<file path="config.mk">
export PLATFORM = sky130hd
export DESIGN_NAME = seg_scan_ctrl
export DESIGN_NICKNAME = d
export VERILOG_FILES = /design/src/rtl/seg_scan_ctrl_pkg.sv /design/src/rtl/seg_scan_ctrl_hex_encoder.sv /design/src/rtl/seg_scan_ctrl.sv
export SDC_FILE = /design/constraint.sdc
export NUM_CORES = 1
export LEC_CHECK = 0
export ABC_CLOCK_PERIOD_IN_PS = 4850
export CORE_MARGIN = 2
export CORE_UTILIZATION = 56
export DETAILED_ROUTE_END_ITERATION = 16
export GPL_ROUTABILITY_DRIVEN = 0
export PLACE_DENSITY = 0.89
export SYNTH_ARGS = -nofsm -noshare
export SYNTH_HDL_FRONTEND = slang
export SYNTH_SLANG_ARGS = --single-unit
</file>
<file path="constraint.sdc">
create_clock -name clk -period 4.85 [get_ports clk]
set_clock_uncertainty 0.1 [all_clocks]
set_input_delay 1.2125 -clock clk [delete_from_list [all_inputs] [get_ports clk]]
set_output_delay 1.2125 -clock clk [all_outputs]
set_load 0.005 [all_outputs]
</file>
<file path="src/rtl/seg_scan_ctrl_pkg.sv">
// Shared constants for the seven-segment scan controller: digit count,
// the blank pattern, the active-low hex glyph table and the scan states.
package seg_scan_ctrl_pkg;

    localparam int NUM_DIG = 8;

    localparam logic [7:0] SEG_OFF = 8'hFF;

    // Index 0 is the rightmost entry, so HEX7_TABLE[v] is the glyph for v.
    localparam logic [15:0][7:0] HEX7_TABLE = {
        8'h8E, 8'h86, 8'hA1, 8'hC6, 8'h83, 8'h88, 8'h90, 8'h80,
        8'hF8, 8'h82, 8'h92, 8'h99, 8'hB0, 8'hA4, 8'hF9, 8'hC0
    };

    typedef enum logic {
        ST_BLANK = 1'b0,
        ST_SHOW  = 1'b1
    } scan_state_t;

endpackage

</file>
<file path="src/rtl/seg_scan_ctrl_hex_encoder.sv">
// Combinational hex digit plus decimal point to active-low {dp,g..a} pattern.
module seg_hex_encoder
    import seg_scan_ctrl_pkg::*;
(
    input  logic [3:0] hex,
    input  logic       dp,
    output logic [7:0] seg_n
);

    assign seg_n = {HEX7_TABLE[hex][7] & ~dp, HEX7_TABLE[hex][6:0]};

endmodule

</file>
<file path="src/rtl/seg_scan_ctrl.sv">
// Eight-digit multiplexed display scanner with per-digit register file,
// blanking guard between digits, masking and leading-zero suppression.
module seg_scan_ctrl
    import seg_scan_ctrl_pkg::*;
#(
    parameter int DIV_CNT   = 100000,
    parameter int BLANK_CYC = 1000
) (
    input  logic       clk,
    input  logic       rst,
    input  logic       wr_en,
    input  logic [2:0] wr_addr,
    input  logic [4:0] wr_data,
    input  logic [7:0] dig_en_mask,
    input  logic       lz_blank,
    output logic [2:0] dig_sel,
    output logic [7:0] seg_n,
    output logic       frame_tick
);

    localparam int CNT_BIG = (DIV_CNT > BLANK_CYC) ? DIV_CNT : BLANK_CYC;
    localparam int CNT_MAX = (CNT_BIG > 2) ? CNT_BIG : 2;
    localparam int CW      = $clog2(CNT_MAX);

    localparam logic [CW-1:0] SHOW_LAST  = CW'(DIV_CNT - 1);
    localparam logic [CW-1:0] BLANK_LAST = CW'((BLANK_CYC > 0) ? BLANK_CYC - 1 : 0);

    logic [4:0]   digit_reg [NUM_DIG];
    scan_state_t  state, state_nxt;
    logic [CW-1:0] cnt, cnt_nxt;
    logic [2:0]   sel_nxt;
    logic [7:0]   seg_nxt;
    logic         tick_nxt;

    logic         show_done;
    logic         blank_done;
    logic [2:0]   next_sel;
    logic [2:0]   pat_idx;
    logic [7:0]   lz_hide;
    logic         all_zero;
    logic [7:0]   enc_seg;
    logic [7:0]   pat;

    always_ff @(posedge clk or negedge rst) begin
        if (!rst) begin
            for (int i = 0; i < NUM_DIG; i++) begin
                digit_reg[i] <= 5'h00;
            end
        end else if (wr_en) begin
            digit_reg[wr_addr] <= wr_data;
        end
    end

    // A digit is suppressed only if it and everything to its left is exactly zero.
    always_comb begin
        all_zero = 1'b1;
        lz_hide  = '0;
        for (int k = NUM_DIG - 1; k >= 0; k--) begin
            all_zero   = all_zero & (digit_reg[k] == 5'h00);
            lz_hide[k] = lz_blank & all_zero & (k != 0);
        end
    end

    assign show_done  = (state == ST_SHOW) && (cnt == SHOW_LAST);
    assign blank_done = (state == ST_BLANK) && ((BLANK_CYC == 0) || (cnt == BLANK_LAST));
    assign next_sel   = dig_sel + 3'd1;

    // Without a guard interval the next digit's pattern must be ready at the switch edge.
    assign pat_idx = (show_done && (BLANK_CYC == 0)) ? next_sel : dig_sel;

    seg_hex_encoder u_encoder (
        .hex   (digit_reg[pat_idx][3:0]),
        .dp    (digit_reg[pat_idx][4]),
        .seg_n (enc_seg)
    );

    assign pat = (!dig_en_mask[pat_idx] || lz_hide[pat_idx]) ? SEG_OFF : enc_seg;

    always_comb begin
        state_nxt = state;
        cnt_nxt   = cnt + CW'(1);
        sel_nxt   = dig_sel;
        seg_nxt   = seg_n;
        tick_nxt  = 1'b0;
        case (state)
            ST_BLANK: begin
                seg_nxt = SEG_OFF;
                if (blank_done) begin
                    state_nxt = ST_SHOW;
                    cnt_nxt   = '0;
                    seg_nxt   = pat;
                end
            end
            ST_SHOW: begin
                seg_nxt = pat;
                if (show_done) begin
                    sel_nxt  = next_sel;
                    cnt_nxt  = '0;
                    tick_nxt = (dig_sel == 3'd7);
                    if (BLANK_CYC > 0) begin
                        state_nxt = ST_BLANK;
                        seg_nxt   = SEG_OFF;
                    end
                end
            end
            default: begin
                state_nxt = ST_BLANK;
                cnt_nxt   = '0;
                seg_nxt   = SEG_OFF;
            end
        endcase
    end

    always_ff @(posedge clk or negedge rst) begin
        if (!rst) begin
            state      <= ST_BLANK;
            cnt        <= '0;
            dig_sel    <= 3'd0;
            seg_n      <= SEG_OFF;
            frame_tick <= 1'b0;
        end else begin
            state      <= state_nxt;
            cnt        <= cnt_nxt;
            dig_sel    <= sel_nxt;
            seg_n      <= seg_nxt;
            frame_tick <= tick_nxt;
        end
    end

endmodule

</file>
Yosys cells after proc, flatten, opt, wreduce, memory -nomap -nowiden
Memory sizes are Yosys's and may differ from the RTL's.
Index checks and enable logic that the tools add are counted.
{"block": "totals", "in_bits": 20, "ff_bits": 70, "word_cells": 78, "n_memories": 1, "mem_bits_ro": 128, "out_inout_bits": 12}
{"block": "op_classes", "order_cmp": 5, "addsub": 2, "n_reduce_logical": 13, "muxes": 23, "bitwise_logic": 18, "eq_ne": 3}
{"name": "(name not given)", "words": 16, "word_bits": 8, "read_ports": 1, "rd_clocked_by_memory_dff": 0, "write_ports": 0, "line": "seg_scan_ctrl_hex_encoder.sv:10", "source": "assign seg_n = {HEX7_TABLE[hex][7] & ~dp, HEX7_TABLE[hex][6:0]};"}
{"cell": "$bwmux W40", "count": 1}
{"cell": "$logic_not A5 Y1", "count": 7}
{"cell": "$mux W17", "count": 2}
{"cell": "$pmux W17 S2", "count": 1}
{"cell": "$mux W8", "count": 4}
{"cell": "$add A17 B1 Y17 const B", "count": 1}
{"cell": "$eq A17 B10 Y1 const B", "count": 1}
{"cell": "$eq A17 B17 Y1 const B", "count": 1}
{"cell": "$pmux W8 S2", "count": 1}
{"cell": "$bmux W5 S3", "count": 1}
{"cell": "$demux W5 S3", "count": 1}
{"cell": "$mux W5", "count": 3}
{"cell": "$and A1 B1 Y1", "count": 14}
{"cell": "$ge A4 B4 Y1 const B", "count": 2}
{"cell": "$not A3 Y4", "count": 2}
{"cell": "$bmux W1 S3", "count": 2}
{"cell": "$mux W1", "count": 6}
{"cell": "$lt A4 B5 Y1 const B", "count": 1}
{"cell": "$lt A3 B4 Y1 const B", "count": 1}
{"cell": "$lt A4 B1 Y1 const B", "count": 1}
{"cell": "$add A3 B1 Y3 const B", "count": 1}
{"cell": "$eq A3 B3 Y1 const B", "count": 1}
{"cell": "$logic_and A1 B1 Y1", "count": 3}
{"cell": "$not A1 Y1", "count": 2}
{"cell": "other kinds (4)", "count": 4}

Depth between registers and ports, before layout
{"block": "logic_depth", "word_depth": 14, "depth_mapped": 11, "ltp_nobuf": 9}

Hierarchy
A second synthesis with hierarchy kept.
{"block": "unflattened", "cells_unflattened": 294, "hier_area_um2": 3669.8}
{"module": "seg_scan_ctrl", "seq_area_each_um2": 1761.7, "cells_each": 261, "n_inst": 1, "area_each_um2": 3390.8}
{"module": "seg_hex_encoder", "seq_area_each_um2": 0.0, "cells_each": 33, "n_inst": 1, "area_each_um2": 279.0}

Worst setup path before layout
No wires, ideal clock.
{"block": "synth_path", "kind": "input to register", "startpoint": "input port wr_addr[2]", "endpoint": "register digit_reg[25] in the netlist's numbering", "setup_time_ps": 125, "required_ps": 4625, "arrival_time_ps": 2233, "setup_slack_ps": 2392, "cell_stages": 3, "path_buffers": 0, "cell_sequence": "nand2b_1 -> nor3b_1 -> mux2_2"}
{"block": "synth_via", "elab_chain_cells": 6, "elab_cells_between_ends": 7, "classes_between": "order compare: 2; mux: 3; bitwise: 1; reduce/logical: 1"}
{"element": "from (decl)", "line": "seg_scan_ctrl.sv:12", "source": "input logic [2:0] wr_addr,"}
{"element": "$not A3 Y4 (implied by the code) (*)", "line": "seg_scan_ctrl.sv:50", "source": "digit_reg[wr_addr] <= wr_data;"}
{"element": "$ge A4 B4 Y1 (implied by the code) / $lt A4 B1 Y1 (equally long branches)", "line": "seg_scan_ctrl.sv:50"}
{"element": "$logic_and A1 B1 Y1 (implied by the code)", "line": "seg_scan_ctrl.sv:50"}
{"element": "$mux W5 (implied by the code)", "line": "seg_scan_ctrl.sv:50"}
{"element": "$demux W5 S3 (*)", "line": "seg_scan_ctrl.sv:50"}
{"element": "$bwmux W40 (*)", "line": "seg_scan_ctrl.sv:50"}
{"element": "to (signal, indexed assignment)", "line": "seg_scan_ctrl.sv:50"}
{"element": "to (decl)", "line": "seg_scan_ctrl.sv:28", "source": "logic [4:0] digit_reg [NUM_DIG];"}
Every way passes the cells marked *; elsewhere a longest branch is shown, timed or not.
A chain may end at the register's enable or synchronous reset.

Final worst setup path
{"block": "layout_path", "startpoint": "register dig_sel[0]", "endpoint": "output port dig_sel[0]"}
{"element": "from (decl)", "line": "seg_scan_ctrl.sv:16", "source": "output logic [2:0] dig_sel,"}
{"element": "from (signal assigned)", "line": "seg_scan_ctrl.sv:124", "source": "dig_sel <= sel_nxt;"}
No word-level cell between the ends.

==> summary by stage <==
Place
In this run the tool buffered the top-level ports with 31 buffer cells. The instance count after placement with tap cells included is between 400 and 500. Detailed placement finished with a half-perimeter wire length of roughly 5600 um.

Die
From left edge to right edge, the die measures 84.8 um. The floorplan step defined a core boundary enclosing ~6300 um2. The count of boundary I/O pins is 32. The site row count is 29. The die span in y is about 85 um.

The die covers approximately 7200 um2. The initial core utilization is 0.576.

Global route
The total congestion overflow after global routing is 0. The pin count of the biggest net entering global routing is between 40 and 50. The wire length of the first global-routing pass is between 10000 and 15000 um. The initial antenna violation count came to 0.

Across every metal layer, demand over resource in global routing totals 0.227. The via count of the first global-routing pass is between 2000 and 3000.

Yosys
The largest total area in the synthesized netlist belongs to sky130_fd_sc_hd__dfrtp_1. By count the netlist is led by 62 x sky130_fd_sc_hd__dfrtp_1, 46 x sky130_fd_sc_hd__mux2_2, 22 x sky130_fd_sc_hd__nor2_1. The async set-reset flop share out of synthesis is 1.00. For this run, the register share of the synthesized area comes to 0.482. Counting flops with a built-in enable in the synthesized netlist gives 0. The most repeated cell in the gate-level netlist after synthesis is sky130_fd_sc_hd__dfrtp_1. The share of synthesized area in the top cell type comes to 0.424. When the netlist entered floorplanning its net count stood at about 330. The most used flip-flop cell after synthesis is sky130_fd_sc_hd__dfrtp_1. Sorting the synthesized cells by area gives the leading types as sky130_fd_sc_hd__dfrtp_1 42%, sky130_fd_sc_hd__mux2_2 14%, sky130_fd_sc_hd__dfstp_2 5.7%, sky130_fd_sc_hd__ha_1 3.1%, sky130_fd_sc_hd__mux4_1 2.9%. The post-synthesis instance total is 299.

The total of flip-flops plus latches after synthesis is 70. The average cell area after synthesis is 12.2 um2. Synthesis instantiated slightly below 50 different standard cells from the library. The netlist area before placement is between 3000 and 4000 um2. The total number of yosys warnings is 0.

Worst setup path
The start-to-end type of the worst setup path is reg -> out. The worst setup path is captured at an output pin. Together, buffers and inverters on the worst path number 1.

The maximum fanout encountered on the critical timing path is 23. STA puts the critical path data required time at between 3 and 4 ns. The slowest stage of the critical path belongs to the cell sky130_fd_sc_hd__dfrtp_1. The beginning of the worst register-to-register path is dig_sel[0]$_DFFE_PN0P_.

STA puts the critical path data arrival time at ~2.1 ns. The cell family contributing the most delay on the critical path is flip-flops. In this run the number of cells on the critical path is 1. On the worst path, the slowest cell contributes a delay of between 1 and 1.5 ns. The most critical setup path has its startpoint at dig_sel[0]$_DFFE_PN0P_. The worst setup path is launched from a flip-flop. Traced cell by cell, the critical path runs through clkdlybuf4s50_1. The number of cells on the worst reg-to-reg path is 7.

Timing
For the pin with the worst max-slew slack, the measured transition is 1.08 ns. Counting I/O delays and the setup requirement, the final critical path takes about 3.4 ns. The total negative slack for setup checks is 0 ns. The share of the clock period used by the worst path is 0.702. The number of hold violations in the final report was 0. Setup repair after global routing left no endpoint under its margin. For this run, the top clock speed supported by timing is just under 0.3 GHz. The count of final max-slew check failures was 0. The relative slew slack is 0.281. The final number of setup-violating endpoints is 0.

CTS
CTS placed an instance of sky130_fd_sc_hd__clkbuf_8 at the clock tree root. The number of buffers between clock root and the deepest sink is 2. Buffers inserted during clock tree synthesis total 9.

The total number of H-tree levels is 3. The clock transition time at the flip-flop clock pins of the worst setup and hold paths is around 0.07 ns. The clock latency reported for the late side of the worst-skew pair is 0.36 ns. The clock tree from TritonCTS is done.

Counting every sink on the clock net gives 70. The number of buffers inserted by post-CTS setup repair is 0. Buffers inserted to repair hold after CTS numbered 0. The post-CTS resize count is 0.

Layout
The register with the most flip-flops in the layout has 40 of them. The proportion of layout cells with a drive suffix above 1 is 0.232. The area added between synthesis and finish is 16.9%.

Excluding fillers, the count of instances in the completed layout stands at 418. The diode insertion count for antenna repair is 0. For this run, the share of the core covered by cells in the final layout is 0.673. The final layout contains roughly 370 nets.

Drt
The total number of vias is about 2600. The final routed wirelength across all metal layers is between 7000 and 8000 um. The routed length per instance is roughly 18 um. The first-pass iteration count of the detailed router is 4. The detail-routed via count per cell is between 6 and 7.

The count of antenna-violating nets left after detailed routing is 0. After the first detailed-routing iteration, the DRC count stood at between 150 and 200. The final routed DRC violation total is 0.

Worst hold path
The worst hold path begins at cnt[0]$_DFF_PN0_. The hold-critical path depth is 1. The classification of the worst-slack hold path is reg -> reg.

Flow run
The max-cap violation count is 0.

Pwr
The leakage power is 1.74 nW. The power per unit of standard cell area is ~360 nW/um2. The worst vdd rail ir drop is about 0.0003 V.

The design draws roughly 0.0015 W.

Outcome
The flow ran to the end, and the final reports show no timing, DRC or antenna violations.
where the power goes:
part / leakage [nW] / switching, W / internal (W)
Combinational: 0.760 / 0.000115 / 0.000135
Clock: 0.124 / 0.000228 / 0.000344
Sequential: 0.857 / 0.0000634 / 0.000658
Total: 1.74 / 0.000406 / 0.00114
routing by layer:
layer,GRT usage,routed length (um),share of wire
met1,0.315,3280,0.43
met2,0.357,3750,0.49
met3,0.0506,473,0.062
met4,0.0794,126,0.017
met5,0,0,0
through the flow:
stage,area [um2],hold slack [ns],setup slack [ns]
final,4280,0.399,1.45
after CTS,4280,0.400,1.43
after detailed placement,4030,0.390,1.69
after global placement,4030,0.371,1.76
after floorplan,3660,0.355,2.39
after global routing,4280,0.419,1.35
worst paths after layout:
path	slack [ns]	to
setup / recovery	1.45	dig_sel[0]
hold / removal	0.40	cnt[0]$_DFF_PN0_
setup reg to reg	1.68	seg_n[3]$_DFF_PN1_
hold reg to reg	0.40	cnt[0]$_DFF_PN0_
max in group asynchronous	2.87	digit_reg[21]$_DFFE_PN0P_
min in group asynchronous	0.89	cnt[13]$_DFF_PN0_
cells in the final DEF (no fill, tap or decap), types with 6 or more instances in the layout:
cell type                         synthesis  final
sky130_fd_sc_hd__clkbuf_8                 0      9
sky130_fd_sc_hd__clkdlybuf4s50_1          0     30
sky130_fd_sc_hd__dfrtp_1                 62     62
sky130_fd_sc_hd__dfstp_2                  8      8
sky130_fd_sc_hd__ha_1                     9      9
sky130_fd_sc_hd__inv_1                    8      8
sky130_fd_sc_hd__mux2_2                  46     46
sky130_fd_sc_hd__mux2i_1                 10     10
sky130_fd_sc_hd__nand2_1                 11     11
sky130_fd_sc_hd__nand3_1                 18     18
sky130_fd_sc_hd__nand4_1                  6      6
sky130_fd_sc_hd__nor2_1                  22     22
sky130_fd_sc_hd__nor3_1                   8      8
sky130_fd_sc_hd__xnor2_1                  9      9
sky130_fd_sc_hd__xor2_1                   7      7
kinds of logic after synthesis:
logic type	after synthesis	share of synthesized area
simple gates	99	0.148
flops	70	0.482
mux	66	0.232
compound gates	25	0.0513
xor+xnor	16	0.0383
buf+inv	14	0.0185
fa+ha+maj	9	0.0308
final cells by class:
cell class                 instances  area [um2]
inverter                           8        30.0
clock buffer                       9         124
timing repair buffer              32         313
clock inverter                     7         121
sequential                        70        1760
tap                               77        96.3
multi-input combinational        215        1830
fill                             458        2070
(Power assumes the default switching activity.)
